$ cat config.mk
export PLATFORM = sky130hd
export DESIGN_NAME = enemy_squad
export DESIGN_NICKNAME = d
export VERILOG_FILES = /design/src/rtl/enemy_squad_pkg.sv /design/src/rtl/enemy_squad_slot.sv /design/src/rtl/enemy_squad.sv
export SDC_FILE = /design/constraint.sdc
export NUM_CORES = 1
export LEC_CHECK = 0
export ABC_AREA = 1
export BUFFER_PORTS_ARGS = -buffer_cell sky130_fd_sc_hd__buf_2
export CAP_MARGIN = 20
export CORE_AREA = 3 3 115 145
export CTS_CLUSTER_DIAMETER = 150
export DETAILED_ROUTE_END_ITERATION = 6
export DIE_AREA = 0 0 118 148
export PLACE_DENSITY = 0.84
export SLEW_MARGIN = 20
export SYNTH_ARGS = -nofsm -noshare
export SYNTH_HDL_FRONTEND = slang
export SYNTH_SLANG_ARGS = --single-unit
$ cat constraint.sdc
create_clock -name clk -period 7.7 [get_ports clk]
set_clock_uncertainty 0.2 [all_clocks]
set_input_delay 1.54 -clock clk [delete_from_list [all_inputs] [get_ports clk]]
set_output_delay 1.54 -clock clk [all_outputs]
set_load 0.005 [all_outputs]
$ cat src/rtl/enemy_squad_pkg.sv
// Shared definitions for the enemy squad: slot state encoding and the
// per-type power table.
package enemy_squad_pkg;

  typedef enum logic [2:0] {
    ST_IDLE  = 3'b001,
    ST_ALIVE = 3'b010,
    ST_DYING = 3'b100
  } slot_state_t;

  localparam int TYPE_W = 2;

  // Power doubles with each type step: 16, 32, 64, 128.
  function automatic logic [7:0] type_power(input logic [TYPE_W-1:0] t);
    return 8'd16 << t;
  endfunction

endpackage

$ cat src/rtl/enemy_squad_slot.sv
// One enemy unit: lifecycle FSM plus health, power, position and death timer.
// Lethal damage takes priority over movement in the same cycle.
module enemy_squad_slot
  import enemy_squad_pkg::*;
#(
  parameter int POS_W       = 9,
  parameter int HP_W        = 8,
  parameter int MAX_POS     = 320,
  parameter int DEAD_CYCLES = 10
) (
  input  logic              clk,
  input  logic              reset,
  input  logic              i_deploy,
  input  logic [TYPE_W-1:0] i_type,
  input  logic              i_hit,
  input  logic [HP_W-1:0]   i_dmg_amount,
  input  logic              i_move,
  output logic              o_idle,
  output logic              o_alive,
  output logic [POS_W-1:0]  o_pos,
  output logic [HP_W-1:0]   o_power,
  output logic              o_lethal,
  output logic              o_breach
);

  localparam int CNT_W = $clog2(DEAD_CYCLES + 1);

  slot_state_t      r_state, w_state;
  logic [HP_W-1:0]  r_hp, w_hp;
  logic [HP_W-1:0]  r_power, w_power;
  logic [POS_W-1:0] r_pos, w_pos;
  logic [CNT_W-1:0] r_cnt, w_cnt;
  logic             w_lethal, w_breach;

  always_ff @(posedge clk or posedge reset) begin
    if (reset) begin
      r_state <= ST_IDLE;
      r_hp    <= '0;
      r_power <= '0;
      r_pos   <= '0;
      r_cnt   <= '0;
    end else begin
      r_state <= w_state;
      r_hp    <= w_hp;
      r_power <= w_power;
      r_pos   <= w_pos;
      r_cnt   <= w_cnt;
    end
  end

  always_comb begin
    w_state  = r_state;
    w_hp     = r_hp;
    w_power  = r_power;
    w_pos    = r_pos;
    w_cnt    = r_cnt;
    w_lethal = 1'b0;
    w_breach = 1'b0;
    case (r_state)
      ST_IDLE: begin
        if (i_deploy) begin
          w_state = ST_ALIVE;
          w_hp    = '1;
          w_power = HP_W'(type_power(i_type));
          w_pos   = '0;
          w_cnt   = '0;
        end
      end
      ST_ALIVE: begin
        if (i_hit && (i_dmg_amount >= r_hp)) begin
          w_lethal = 1'b1;
          w_state  = ST_DYING;
          w_hp     = '0;
          w_cnt    = '0;
        end else begin
          if (i_hit) w_hp = r_hp - i_dmg_amount;
          // Reaching the base frees the slot at once; it is not a kill.
          if (i_move) begin
            if (r_pos == POS_W'(MAX_POS - 1)) begin
              w_state  = ST_IDLE;
              w_pos    = '0;
              w_breach = 1'b1;
            end else begin
              w_pos = r_pos + 1'b1;
            end
          end
        end
      end
      ST_DYING: begin
        if (r_cnt == CNT_W'(DEAD_CYCLES - 1)) begin
          w_state = ST_IDLE;
          w_pos   = '0;
          w_cnt   = '0;
        end else begin
          w_cnt = r_cnt + 1'b1;
        end
      end
      default: w_state = ST_IDLE;
    endcase
  end

  assign o_idle   = (r_state == ST_IDLE);
  assign o_alive  = (r_state == ST_ALIVE);
  assign o_pos    = r_pos;
  assign o_power  = r_power;
  assign o_lethal = w_lethal;
  assign o_breach = w_breach;

endmodule

$ cat src/rtl/enemy_squad.sv
// Pool of enemy slots: free-slot allocation, frontmost-unit attack selection,
// breach/kill pulse merging and the saturating kill counter.
module enemy_squad
  import enemy_squad_pkg::*;
#(
  parameter int NUM_UNITS   = 4,
  parameter int POS_W       = 9,
  parameter int HP_W        = 8,
  parameter int MAX_POS     = 320,
  parameter int DEAD_CYCLES = 10
) (
  input  logic                       clk,
  input  logic                       reset,
  input  logic                       i_tick,
  input  logic                       i_move_en,
  input  logic                       i_deploy_valid,
  input  logic [1:0]                 i_deploy_type,
  output logic                       o_deploy_ready,
  input  logic                       i_dmg_valid,
  input  logic [2:0]                 i_dmg_slot,
  input  logic [HP_W-1:0]            i_dmg_amount,
  output logic [NUM_UNITS*POS_W-1:0] o_pos_bus,
  output logic [NUM_UNITS-1:0]       o_alive,
  output logic [HP_W-1:0]            o_attack_out,
  output logic                       o_breach,
  output logic                       o_kill_pulse,
  output logic [7:0]                 o_kill_count
);

  logic [NUM_UNITS-1:0] w_idle, w_alive, w_lethal, w_breach, w_deploy_sel;
  logic [POS_W-1:0]     w_pos   [NUM_UNITS];
  logic [HP_W-1:0]      w_power [NUM_UNITS];
  logic [HP_W-1:0]      w_best_pow;
  logic [POS_W-1:0]     w_best_pos;
  logic                 w_any;
  logic [3:0]           w_kills;
  logic [8:0]           w_kc_sum;

  logic [HP_W-1:0] r_attack;
  logic            r_breach, r_kill;
  logic [7:0]      r_kill_count;

  genvar g;
  generate
    for (g = 0; g < NUM_UNITS; g++) begin : g_slot
      enemy_squad_slot #(
        .POS_W(POS_W), .HP_W(HP_W), .MAX_POS(MAX_POS), .DEAD_CYCLES(DEAD_CYCLES)
      ) u_slot (
        .clk         (clk),
        .reset       (reset),
        .i_deploy    (i_deploy_valid & w_deploy_sel[g]),
        .i_type      (i_deploy_type),
        .i_hit       (i_dmg_valid && (i_dmg_slot == 3'(g))),
        .i_dmg_amount(i_dmg_amount),
        .i_move      (i_tick & i_move_en),
        .o_idle      (w_idle[g]),
        .o_alive     (w_alive[g]),
        .o_pos       (w_pos[g]),
        .o_power     (w_power[g]),
        .o_lethal    (w_lethal[g]),
        .o_breach    (w_breach[g])
      );
      assign o_pos_bus[g*POS_W +: POS_W] = w_pos[g];
    end
  endgenerate

  always_comb begin
    w_deploy_sel = '0;
    for (int i = NUM_UNITS - 1; i >= 0; i--) begin
      if (w_idle[i]) w_deploy_sel = NUM_UNITS'(1) << i;
    end
  end

  // Frontmost live unit attacks; strict compare keeps the lowest index on ties.
  always_comb begin
    w_best_pow = '0;
    w_best_pos = '0;
    w_any      = 1'b0;
    for (int i = 0; i < NUM_UNITS; i++) begin
      if (w_alive[i] && !w_lethal[i] && (!w_any || (w_pos[i] > w_best_pos))) begin
        w_any      = 1'b1;
        w_best_pos = w_pos[i];
        w_best_pow = w_power[i];
      end
    end
  end

  always_comb begin
    w_kills = '0;
    for (int i = 0; i < NUM_UNITS; i++) begin
      w_kills = w_kills + {3'b000, w_lethal[i]};
    end
    w_kc_sum = {1'b0, r_kill_count} + {5'b00000, w_kills};
  end

  always_ff @(posedge clk or posedge reset) begin
    if (reset) begin
      r_attack     <= '0;
      r_breach     <= 1'b0;
      r_kill       <= 1'b0;
      r_kill_count <= '0;
    end else begin
      r_attack     <= (i_tick && !i_move_en) ? w_best_pow : '0;
      r_breach     <= |w_breach;
      r_kill       <= |w_lethal;
      r_kill_count <= w_kc_sum[8] ? 8'hFF : w_kc_sum[7:0];
    end
  end

  assign o_deploy_ready = |w_idle;
  assign o_alive        = w_alive;
  assign o_attack_out   = r_attack;
  assign o_breach       = r_breach;
  assign o_kill_pulse   = r_kill;
  assign o_kill_count   = r_kill_count;

endmodule

==> results.md <==
Detailed routing:
- The via count normalized by instance count is 5.45.
- The routed wire length on met2 is 11100 um.
- The count of TritonRoute iterations in the first routing pass is 5.
- The met3 wire length is 1080 um.
- The post-route DRC violation count is 0.
- The detailed router placed 8185 vias in this run.
- The number of DRC violations after detailed-routing iteration 0 is 445.
- The top routing layer in use is met5.
- The detailed-routing wirelength on met1 is 8950 um.
- For this block, the routed nets add up to 21800 um of wire.
- The count of nets left with antenna violations once routing finished came out at 0.
- The routed wire length per instance is 14.5 um.

Final layout:
- The area taken by flip-flops and latches is 3160 um2.
- The final layout contains 1374 nets.
- For this run, the share of the core covered by cells in the final layout is 0.657.
- Counting the fill cells in the layout gives 1340.
- The area growth from synthesis to final layout is 12.3%.
- Summing all multi-input logic gate instances after layout gives 5120 um2.
- In the final layout, the share of cells above drive strength 1 is 0.146.
- The final standard cell area without fillers is 10200 um2.

Yosys:
- The number of enable-type register cells in the synthesized netlist is 0.
- Ranked by instance count, the synthesized netlist is headed by nand2_1 (303), inv_1 (152), dfrtp_1 (122), nor2_1 (99), o21ai_0 (83).
- The mean instance size in the synthesized netlist is 7.58 um2.
- After technology mapping, the gate count stands at 1197.
- Sorting the synthesized cells by area gives the leading types as dfrtp_1 (34%), nand2_1 (13%), ha_1 (9.9%).
- The netlist uses 54 different library cells.
- By instance count, the leading cell after synthesis is nand2_1.
- The number of synthesized register bits is 126.
- The synthesized netlist occupies a cell area of 9070 um2.
- After synthesis, the share of flip-flops with an asynchronous set or reset is 1.00.
- The share of the Yosys chip area taken by registers is 0.348.
- For this run, the leading register cell type out of synthesis is dfrtp_1.
- Of all cell types, the one taking the most synthesized area is dfrtp_1.
- The share of synthesized area in the top cell type comes to 0.337.
- Yosys printed 0 warnings.

Worst setup path:
- The worst endpoint data arrival time is 7.12 ns.
- Counting stages on the worst path, the most repeated cell is nand2_1.
- The kind of capture point of the worst setup path is a flop.
- The class of the most critical setup path is input pin to flop.
- For the worst setup path, the data required time is 7.82 ns.
- The worst stage delay on the critical path is 0.39 ns.
- STA classifies the critical path startpoint as an input pin.
- Of all nets on the critical path, the largest fanout is 22.
- The critical path's slowest cell is fa_1.

Power and ir drop:
- The switching power share of the total is 0.430.
- The internal power consumption is 1930 uW.
- Across the VDD grid, the largest voltage drop is 0.245 mV.
- The combinational share of power is 0.481.
- The leakage power summed over all cells is 0.00529 uW.
- The power share of the sequential group is 0.276.
- The share of total power dissipated in the clock network is 0.244.
- The sum of internal, switching and leakage power is 3390 uW.
- The power per cell area is 333 nW/um2.
- The reported net switching power is 1460 uW.

CTS:
- CTS placed an instance of clkbuf_16 at the clock tree root.
- The clock net sink count is 126.
- The H-tree was split into 4 levels.
- The setup fix buffers added after clock tree synthesis is 0.
- The number of buffers on the longest clock path is 2.
- The total of hold buffers inserted after clock tree synthesis is 0.
- Gates resized during post-CTS repair numbered 0.
- Buffers inserted during clock tree synthesis total 17.
- TritonCTS built the clock tree.
- The CTS clock-pin slew for the worst setup and hold paths is 0.06 ns.
- The clock reaches the later pin of the worst-skew pair after 0.43 ns.

Die:
- The floorplan step defined a core boundary enclosing 15500 um2.
- The row count is 51.
- The I/O pin total is 78.
- The die is 148 um tall.
- The chip width is 118 um.
- The die area is 17500 um2.
- The effective utilization at floorplan is 0.585.

GRT:
- The global router's overall resource usage is 0.259.
- The number of antenna violations at the first check in global routing is 2.
- Entering global routing, the biggest net connects 76 pins.
- The global-route wire length before repair is 36500 um.
- The via count of the first global-routing pass came to 7894.
- After global routing the overflow that remains totals 0.

Timing:
- The worst-case headroom to the max-slew limit is 0.382.
- The share of the clock period used by the worst path after layout is 0.909.
- The transition time of the tightest slew-check pin is 0.927 ns.
- The accumulated negative setup slack is 0 ns.
- The final number of max-transition violations was 0.
- Setup repair after global routing left no endpoint under its margin.
- The final critical path time including I/O delays and setup is 7.00 ns.
- Timing would allow up to 143 MHz.
- Setup slack on the critical path of the routed design comes to 0.701 ns.
- The number of hold-slack violations in the final timing report is 0.
- The final setup violation count is 0.

Min path:
- The worst hold-check path type is flop to flop.

Placement:
- The worst slack at placement is 0.380 ns.
- The final estimated routing congestion in global placement is 0.925.
- The placed cell area is 9590 um2.
- The total half-perimeter wirelength after legalization and detailed placement is 16600 um.
- The count of buffers added on input and output ports is 73.

Run:
- The tool flagged a number of max-cap violations equal to 0.

Outcome:
- The flow ran to the end, and the final reports show no timing, DRC or antenna violations.
worst paths after layout:
check / slack [ns] / cells past startpoint / from / end
max: 0.70 / 45 / i_dmg_amount[0] / o_attack_out[7]$_DFF_PP0_
min: 0.28 / 1 / g_slot[0].u_slot.r_hp[3]$_DFFE_PP0P_ / g_slot[0].u_slot.r_hp[3]$_DFFE_PP0P_
max reg2reg: 1.58 / 45 / g_slot[0].u_slot.r_hp[0]$_DFFE_PP0P_ / o_attack_out[7]$_DFF_PP0_
min reg2reg: 0.28 / 1 / g_slot[0].u_slot.r_hp[3]$_DFFE_PP0P_ / g_slot[0].u_slot.r_hp[3]$_DFFE_PP0P_
max in group asynchronous: 4.90 / 3 / reset / g_slot[3].u_slot.o_pos[4]$_DFFE_PP0P_
min in group asynchronous: 1.00 / 2 / reset / o_kill_count[4]$_DFF_PP0_
cell usage in the layout, fill, tap and decap left out, types with 5 or more instances in the layout:
cell type / synthesis / final
or2_2: 8 / 8
nor4_1: 6 / 6
clkbuf_1: 3 / 6
fa_1: 7 / 7
inv_1: 152 / 151
nand3_1: 63 / 63
nand2_1: 303 / 303
clkbuf_16: 0 / 17
buf_2: 1 / 73
a21oi_1: 53 / 53
o21ai_2: 13 / 13
nand4_1: 5 / 5
nand3b_1: 7 / 7
inv_2: 14 / 14
xor2_1: 26 / 26
nor3_1: 37 / 37
nor3b_1: 7 / 7
dfrtp_1: 122 / 122
a21o_1: 10 / 10
o21ai_0: 83 / 83
nand2_2: 12 / 12
a31oi_1: 5 / 5
nand2_4: 8 / 8
ha_1: 72 / 72
nor2_1: 99 / 99
o21ai_1: 9 / 9
critical path, delay by kind of cell:
kind	cells	cell delay, ns
AO/OA/AOI/OAI	8	0.98
adder cells (fa/ha/maj)	5	1.39
buffers and inverters	3	0.40
AND/OR/NAND/NOR	29	2.80
layer usage:
layer | vias to the layer above | global-route usage
met1 | 3876 | 0.297
met5 | - | 0
li1 | 4064 | -
met2 | 191 | 0.460
met3 | 52 | 0.0570
met4 | 2 | 0.126
flip-flops by register name, indices dropped and copies added, names as in the netlist, 4 cells and up:
register / count
o_attack_out: 4
g_slot.u_slot.r_hp: 32
g_slot.u_slot.r_cnt: 16
g_slot.u_slot.o_power: 16
o_kill_count: 8
g_slot.u_slot.o_pos: 36
g_slot.u_slot.r_state: 12
logic make-up after synthesis:
family | synth area share
and+or+nand+nor | 0.286
AOI/OAI and AO/OA | 0.133
buffers and inverters | 0.0890
DFF | 0.348
adders and majority gates | 0.115
xor gates and xnor gates | 0.0290
other | 0.000413
area by class of cell:
cell class | instances | share of cell area
Inverter | 170 | 0.0638
Clock buffer | 26 | 0.0480
Multi-Input combinational cell | 884 | 0.502
Timing Repair Buffer | 77 | 0.0388
Antenna cell | 1 | 0.000246
Clock inverter | 6 | 0.0106
Sequential cell | 126 | 0.310
Tap cell | 212 | 0.0260
through the flow:
| step | std cells | hold slack [ns] |
|---|---|---|
| final | 1502 | 0.283 |
| after CTS | 1501 | 0.283 |
| after global placement | 1469 | 0.262 |
| after detailed placement | 1469 | 0.270 |
| after global routing | 1502 | 0.287 |
| after floorplan | 1200 | 0.244 |
power groups by stage:
stage	registers, uW	clock network [uW]	logic, uW
2_1_floorplan	919	0	1320
3_3_place_gp	937	0	1560
3_5_place_dp	943	0	1600
4_1_cts	934	830	1620
5_1_grt	951	867	1860
6_report	935	826	1630
Power figures use the tool's default switching activity.
